==> src/rtl/mipi_lane_merge.sv <==
// rtl/mipi_lane_merge.sv - CSI-2 lane deskew FIFOs and packet parser producing payload words
module mipi_lane_merge #(
    parameter int LANES      = 2,
    parameter int FIFO_DEPTH = 8,
    parameter int SKEW_MAX   = 6
) (
    input  logic               sys_clk,
    input  logic               sys_rst,
    input  logic [LANES*8-1:0] byte_data,
    input  logic [LANES-1:0]   byte_valid,
    output logic [LANES*8-1:0] data_out,
    output logic [LANES-1:0]   data_be,
    output logic               data_valid,
    output logic               data_last,
    output logic [5:0]         data_type,
    output logic               data_vsync,
    output logic               packet_done,
    output logic               skew_err,
    output logic               ovf_err
);
    localparam int AW       = $clog2(FIFO_DEPTH);
    localparam int SW       = $clog2(SKEW_MAX + 1);
    localparam int HDR_POPS = 4 / LANES;
    localparam int HW       = (HDR_POPS > 1) ? $clog2(HDR_POPS) : 1;

    typedef enum logic [2:0] {S_IDLE, S_ALIGN, S_HEADER, S_PAYLOAD, S_DONE} state_t;

    state_t             r_state;
    state_t             w_state_nxt;
    logic [7:0]         r_mem  [LANES][FIFO_DEPTH];
    logic [AW:0]        r_wptr [LANES];
    logic [AW:0]        r_rptr [LANES];
    logic [SW-1:0]      r_skew_cnt;
    logic [HW-1:0]      r_hdr_cnt;
    logic [23:0]        r_hdr;
    logic [15:0]        r_rem;
    logic [LANES*8-1:0] r_data_out;
    logic [LANES-1:0]   r_data_be;
    logic               r_data_valid;
    logic               r_data_last;
    logic [5:0]         r_data_type;
    logic               r_data_vsync;
    logic               r_skew_err;
    logic               r_ovf_err;

    logic [LANES-1:0]   w_empty;
    logic [LANES-1:0]   w_full;
    logic [LANES-1:0]   w_wr;
    logic [LANES-1:0]   w_drop;
    logic [LANES*8-1:0] w_head;
    logic [LANES*8-1:0] w_word;
    logic [LANES-1:0]   w_be;
    logic [23:0]        w_hdr;
    logic [SW-1:0]      w_skew_inc;
    logic               w_avail;
    logic               w_pop;
    logic               w_flush;
    logic               w_hdr_last;
    logic               w_last;

    // Full/empty share the low pointer bits; the extra MSB tells them apart.
    always_comb begin
        w_empty = '0;
        w_full  = '0;
        w_head  = '0;
        for (int k = 0; k < LANES; k++) begin
            w_empty[k]       = (r_wptr[k] == r_rptr[k]);
            w_full[k]        = (r_wptr[k][AW] != r_rptr[k][AW]) &&
                               (r_wptr[k][AW-1:0] == r_rptr[k][AW-1:0]);
            w_head[8*k +: 8] = r_mem[k][r_rptr[k][AW-1:0]];
        end
    end

    assign w_avail    = ~|w_empty;
    assign w_skew_inc = r_skew_cnt + SW'(1);
    assign w_hdr_last = (r_hdr_cnt == HW'(HDR_POPS - 1));
    assign w_last     = (r_rem <= 16'(LANES));

    // Header bytes land in lane order; the ECC byte is never kept.
    always_comb begin
        w_hdr = r_hdr;
        for (int k = 0; k < LANES; k++) begin
            if (int'(r_hdr_cnt) * LANES + k < 3)
                w_hdr[8*(int'(r_hdr_cnt) * LANES + k) +: 8] = w_head[8*k +: 8];
        end
    end

    always_comb begin
        w_be   = '0;
        w_word = '0;
        for (int k = 0; k < LANES; k++) begin
            w_be[k]          = (r_rem > 16'(k));
            w_word[8*k +: 8] = w_be[k] ? w_head[8*k +: 8] : 8'h00;
        end
    end

    always_comb begin
        w_state_nxt = r_state;
        w_pop       = 1'b0;
        w_flush     = 1'b0;
        case (r_state)
            S_IDLE: begin
                if (|(~w_empty))
                    w_state_nxt = S_ALIGN;
            end
            S_ALIGN: begin
                if (w_avail)
                    w_state_nxt = S_HEADER;
                else if (w_skew_inc == SW'(SKEW_MAX))
                    w_state_nxt = S_DONE;
            end
            S_HEADER: begin
                if (w_avail) begin
                    w_pop = 1'b1;
                    if (w_hdr_last) begin
                        if (w_hdr[5:0] <= 6'h0F || w_hdr[23:8] == 16'h0000)
                            w_state_nxt = S_DONE;
                        else
                            w_state_nxt = S_PAYLOAD;
                    end
                end
            end
            S_PAYLOAD: begin
                if (w_avail) begin
                    w_pop = 1'b1;
                    if (w_last)
                        w_state_nxt = S_DONE;
                end
            end
            S_DONE: begin
                w_flush     = 1'b1;
                w_state_nxt = S_IDLE;
            end
            default: w_state_nxt = S_IDLE;
        endcase
    end

    // A pop frees a slot in the same cycle, so a full FIFO may still accept.
    always_comb begin
        w_wr   = '0;
        w_drop = '0;
        for (int k = 0; k < LANES; k++) begin
            w_wr[k]   = byte_valid[k] && !w_flush && (!w_full[k] || w_pop);
            w_drop[k] = byte_valid[k] && !w_flush && w_full[k] && !w_pop;
        end
    end

    always_ff @(posedge sys_clk) begin
        for (int k = 0; k < LANES; k++) begin
            if (!sys_rst && w_wr[k])
                r_mem[k][r_wptr[k][AW-1:0]] <= byte_data[8*k +: 8];
        end
    end

    always_ff @(posedge sys_clk) begin
        for (int k = 0; k < LANES; k++) begin
            if (sys_rst) begin
                r_wptr[k] <= '0;
                r_rptr[k] <= '0;
            end else if (w_flush) begin
                r_rptr[k] <= r_wptr[k];
            end else begin
                if (w_wr[k])
                    r_wptr[k] <= r_wptr[k] + 1'b1;
                if (w_pop)
                    r_rptr[k] <= r_rptr[k] + 1'b1;
            end
        end
    end

    always_ff @(posedge sys_clk) begin
        if (sys_rst) begin
            r_state      <= S_IDLE;
            r_skew_cnt   <= '0;
            r_hdr_cnt    <= '0;
            r_hdr        <= '0;
            r_rem        <= '0;
            r_data_out   <= '0;
            r_data_be    <= '0;
            r_data_valid <= 1'b0;
            r_data_last  <= 1'b0;
            r_data_type  <= '0;
            r_data_vsync <= 1'b0;
            r_skew_err   <= 1'b0;
            r_ovf_err    <= 1'b0;
        end else begin
            r_state      <= w_state_nxt;
            r_data_valid <= 1'b0;
            r_data_last  <= 1'b0;
            r_skew_err   <= 1'b0;
            r_ovf_err    <= |w_drop;
            case (r_state)
                S_IDLE: begin
                    r_skew_cnt <= '0;
                    r_hdr_cnt  <= '0;
                end
                S_ALIGN: begin
                    if (!w_avail) begin
                        r_skew_cnt <= w_skew_inc;
                        if (w_skew_inc == SW'(SKEW_MAX))
                            r_skew_err <= 1'b1;
                    end
                end
                S_HEADER: begin
                    if (w_avail) begin
                        r_hdr <= w_hdr;
                        if (w_hdr_last) begin
                            r_hdr_cnt   <= '0;
                            r_data_type <= w_hdr[5:0];
                            r_rem       <= w_hdr[23:8];
                            if (w_hdr[5:0] == 6'h00)
                                r_data_vsync <= 1'b1;
                            else if (w_hdr[5:0] == 6'h01)
                                r_data_vsync <= 1'b0;
                        end else begin
                            r_hdr_cnt <= r_hdr_cnt + 1'b1;
                        end
                    end
                end
                S_PAYLOAD: begin
                    if (w_avail) begin
                        r_data_out   <= w_word;
                        r_data_be    <= w_be;
                        r_data_valid <= 1'b1;
                        r_data_last  <= w_last;
                        r_rem        <= r_rem - 16'(LANES);
                    end
                end
                default: ;
            endcase
        end
    end

    assign data_out    = r_data_out;
    assign data_be     = r_data_be;
    assign data_valid  = r_data_valid;
    assign data_last   = r_data_last;
    assign data_type   = r_data_type;
    assign data_vsync  = r_data_vsync;
    assign packet_done = (r_state == S_DONE);
    assign skew_err    = r_skew_err;
    assign ovf_err     = r_ovf_err;
endmodule

==> config.mk <==
export PLATFORM = sky130hd
export DESIGN_NAME = mipi_lane_merge
export DESIGN_NICKNAME = d
export VERILOG_FILES = /design/src/rtl/mipi_lane_merge.sv
export SDC_FILE = /design/constraint.sdc
export NUM_CORES = 1
export LEC_CHECK = 0
export CORE_UTILIZATION = 54
export CTS_BUF_LIST = sky130_fd_sc_hd__clkbuf_16
export DETAILED_ROUTE_END_ITERATION = 10
export GPL_ROUTABILITY_DRIVEN = 0
export GPL_TIMING_DRIVEN = 0
export PLACE_DENSITY = 0.75
export SLEW_MARGIN = 40
export SYNTH_ARGS = -nofsm -noshare
export SYNTH_HDL_FRONTEND = slang
export SYNTH_SLANG_ARGS = --single-unit
==> constraint.sdc <==
create_clock -name sys_clk -period 2.6 [get_ports sys_clk]
set_input_delay 0.26 -clock sys_clk [delete_from_list [all_inputs] [get_ports sys_clk]]
set_output_delay 0.26 -clock sys_clk [all_outputs]
set_load 0.05 [all_outputs]
Yosys cells after proc, flatten, opt, wreduce, memory -nomap -nowiden
Memory sizes are Yosys's and may differ from the RTL's. Index checks and enable logic that the tools add are counted.

Output and inout bits: 30. Input bits: 20. Memories kept: 3. Register bits after elaboration: 76. Memory bits (writable): 144.

Memories: r_mem (words 2, width 64, read ports 2, clocked after Yosys merged registers in 0, wr ports 2, RTL line 30) `logic [7:0] r_mem [LANES][FIFO_DEPTH];`; r_rptr (words 2, width 4, read ports 2, clocked after Yosys merged registers in 0, wr ports 2, RTL line 32) `logic [AW:0] r_rptr [LANES];`; r_wptr (words 2, width 4, read ports 2, clocked after Yosys merged registers in 0, wr ports 2, RTL line 31) `logic [AW:0] r_wptr [LANES];`.

Bitwise gates (word level): 14. $add $sub $neg: 10. Order comparisons: 12. Reductions and logical operators: 44. Shift operators: 4. Muxes and demuxes: 67. Equality and inequality tests: 19.

Operators with widths (count): 64-bit two-way mux (2); 8-bit by 33-bit variable shift with 24-bit output, first input constant (2); 8-bit by 33-bit indexed part select with 24-bit output (2); 8-bit two-way mux (8); 8-bit binary-select mux with 3-bit select (2); 24-bit bitwise mux (2); 8-bit demux with 3-bit select (2); 16-bit two-way mux (3); 24-bit two-way mux (2); 5-bit negator with 33-bit output (1); 6-bit negator with 33-bit output (1); 16-bit by 1-bit > comparator with 1-bit output, second input constant (2); 32-bit by 3-bit less-than comparator with 1-bit output, second input constant (1); 16-bit one-hot mux with 2 select lines (1); 1-bit two-way mux (27); 3-bit two-way mux (9); 4-bit two-way mux (6); 4-bit by 1-bit adder with 4-bit output, second input constant (4); 4-bit greater-or-equal comparator, second input constant (4); 16-bit by 2-bit <= comparator with 1-bit output, second input constant (1); 16-bit logical NOT (1); 3-bit NOT with 4-bit output (4); 16-bit by 2-bit subtractor with 16-bit output, second input constant (1); 1-bit logical AND (14); other kinds (33) (68).

Longest topological paths before layout
Depth in word-level cells: 15. Gate-level depth with buffers: 9. Gate-level depth less buffers: 8.

Least setup slack after synthesis
Ideal clock, no wire load.

Kind: flip-flop to flip-flop. Start point: register r_state[0]. End point: memory r_mem[0][56] in the netlist's numbering, enable pin. Library setup time: 383 ps. Buffers on the path: 1. Period minus slack after synthesis: 2789 ps. Path slack: -189 ps. Arrival time: 2405 ps. Cell stages (with the launch flop): 8. Cells stage by stage: dfxtp_1 -> inv_2 -> and3_1 -> clkbuf_1 -> nor2_1 -> nand3_1 -> or2_2 -> nor3_1.

RTL lines: start: declaration (RTL line 28) `state_t r_state;`; start signal: assignment (RTL line 187) `r_state <= w_state_nxt;`; end: declaration (RTL line 30).

==> results.txt <==
synthesized instance count: 750
ys flop type: edfxtp_1
failing checks: setup timing
status: finished, violations left
total grt overflow: 0
crit-path cells: buf_6, mux4_2, mux2_4, mux2_4, a211oi_2, and4_4, a211oi_2, o31a_1
number of placed cells counting well taps: 1019
TritonCTS clock tree: built
ys async rst share: 0%
most instantiated cells after synthesis: 144 x edfxtp_1, 96 x nor2_1, 74 x dfxtp_1, 67 x nand2_1, 34 x a21oi_1
post-synthesis cell area: 9330 um^2
Avg Cell Area, Syn: 12.4 um^2
clk_lat worst skew: 0.51 ns
final-stage net count: 880
EDFF count, synth: 144
Final WS setup: -0.0488 ns
WL final: 23000 um
Synth warnings: 0
Final min period: 2.65 ns
Max Fanout on Critical Path: 5
DRT Pass-1 Iters: 7
first-pass GRT wire length: 35800 um
Die W: 133 um
Distinct cells, synth: 58
CP Launch Type: flop
clock-pin slew on the worst setup and hold paths: 0.06 ns
final setup fails: 26
vias per cell: 6.20
met3 wire len: 1840 um
Crit Path Category: reg2reg
clk root buf: clkbuf_16
DR WL/cell: 21.1 um
critical path's largest stage delay: 0.51 ns
Leak: 3.98 nW
Seq/Total Area, Yosys: 62.2%
DPL Wire Length: 14800 um
Final Non-Filler Cells: 1089
CTS H-tree depth: 1
#FFs+latches synth: 218
CP Buf/Inv Count: 1
family with the most delay on the worst path: multiplexers
synthesized net count: 777
antenna violations before repair: 0
actual slew at the worst max-slew pin: 0.813 ns
clk_skew: 0.0102 ns
DR top layer: met4
hold_ws: 0.460 ns
Worst EP required: 3.00 ns
number of remaining DRC errors: 0
P&R area growth vs syn: 23.6%
final slew viol count: 0
met2 WL: 11100 um
pwr/cell area: 946 nW/um^2
maximum VDD drop: 0.728 mV
vias post-DR: 6753
crit path max-delay cell type: mux4_2
vias in the first global route: 6711
gr usage total: 26.0%
fmax: 0.378 GHz
Antenna Nets Post-Route: 0
Design Power: 10.9 mW
FP Rows: 47
chip height: 133 um
initial core utilization: 55.9%
TritonCTS Buffers: 23
ranking of synthesized cells by area: edfxtp_1 46%, dfxtp_1 16%, mux4_2 6.8%
clk buf depth: 3
Core ar.: 16700 um^2
CP arrival: 3.05 ns
Synth top area share: 46.3%
I/O Pins: 50
Sink Count: 218
Critical Path Sink Type: flop
Hold WC Path Type: reg2reg
share of cells above drive strength 1: 21.3%
final hold violation count: 0
most frequent cell after synthesis: edfxtp_1
Yosys top cell by area: edfxtp_1
period utilisation layout: 102%
largest net degree at the start of global routing: 15
Antenna diodes: 0
Die ar.: 17800 um^2
RSZ-0062 raised after global routing: yes
number of port buffers: 49
relative max-transition margin: 45.8%
initial DRC count: 608
max-cap violation count: 0
wl on met1: 9190 um
timing repair:
item	CTS	global route
resized for setup	64	41
buffers inserted	23	10
endpoints found under the setup margin	163	145
hold buffers	0	0
pin swaps	16	7
tightest hold or removal path: cells and delay by family (launching register included):
family | cells | cell delay, ns
and+or+nand+nor | 1 | 0.05
AOI/OAI and AO/OA | 1 | 0.05
DFF | 1 | 0.31
stage by stage:
stage	setup WS (ns)	area [um^2]	utilization, %	TNS [ns]
after floorplan	0.0322	9340	-	0
after global placement	-0.618	10100	60.5	-49.02
after detailed placement	-0.566	10100	60.7	-49.34
after CTS	0.000282	11300	67.7	0
after global routing	-0.105	11500	69.1	-3.32
final	-0.0488	11500	69.1	-0.670
worst paths after layout:
path                     start  cells past startpoint      endpoint  slack, ns
setup / recovery  r_rptr[1][0]                      8    r_state[0]      -0.05
hold / removal    data_type[0]                      2  data_type[0]       0.46
setup reg to reg  r_rptr[1][0]                      8    r_state[0]      -0.05
hold reg to reg   data_type[0]                      2  data_type[0]       0.46
cell usage in the layout, fill, tap and decap left out, drive strengths merged, types with 2 or more instances in the layout:
cell type      count
nor4               7
nand2             67
or4                5
and2               2
edfxtp           144
dfxtp             74
nor4b              2
o31ai              4
o21ai             32
buf               53
a211oi             8
o32ai              5
nor2              96
mux2              16
ha                 7
clkbuf            45
nor2b              4
o211ai             2
a21oi             34
a31oi              2
nand3b             3
clkdlybuf4s50     48
clkinv             6
xnor2              4
a311oi             3
mux4              28
mux2i             19
xor2              13
or3                5
nand2b            14
o22ai              7
or2                3
nand4              2
nor3              19
a2111oi            2
a22o               4
nand3             12
inv               29
a22oi             25
power breakdown:
part           leakage (nW)  internal [mW]  switching, mW  total [mW]
clock                 0.367           1.70           1.31        3.01
combinational          1.68           1.49           2.19        3.68
sequential             1.93           4.01          0.212        4.22
total                  3.98           7.20           3.72        10.9
cell type report:
class | instances | area [um^2]
clock buffer | 23 | 576
sequential | 218 | 5810
tap | 220 | 275
buffer | 41 | 239
multi-input combinational | 469 | 3640
timing repair buffer | 82 | 828
clock inverter | 18 | 108
fill | 1130 | 5160
inverter | 18 | 67.6
registers in the layout, indices dropped and copies added (netlist names):
register / cells
data_valid: 1
r_mem: 128
r_hdr: 22
r_wptr: 8
data_out: 16
data_vsync: 1
r_rptr: 8
data_be: 2
data_type: 6
skew_err: 1
r_rem: 16
r_hdr_cnt: 1
r_skew_cnt: 3
data_last: 1
r_state: 3
ovf_err: 1
per-layer routing:
metal / global-route usage [%] / up-vias
met3: 4.00 / 68
met4: 9.53 / 0
met2: 43.2 / 344
li1: - / 3010
met1: 34.9 / 3331
met5: 0 / -
logic make-up (layout without fill, tap and decap cells):
kind of cell | Yosys count | count (layout) | synth area share, %
and+or+nand+nor | 244 | 244 | 12.1
adders and majority gates | 7 | 7 | 0.938
buffers and inverters | 63 | 182 | 2.91
muxes | 63 | 63 | 10.7
AOI/OAI and AO/OA | 138 | 138 | 9.53
DFF | 218 | 218 | 62.2
xor gates and xnor gates | 17 | 17 | 1.60
Power figures use the tool's default switching activity.
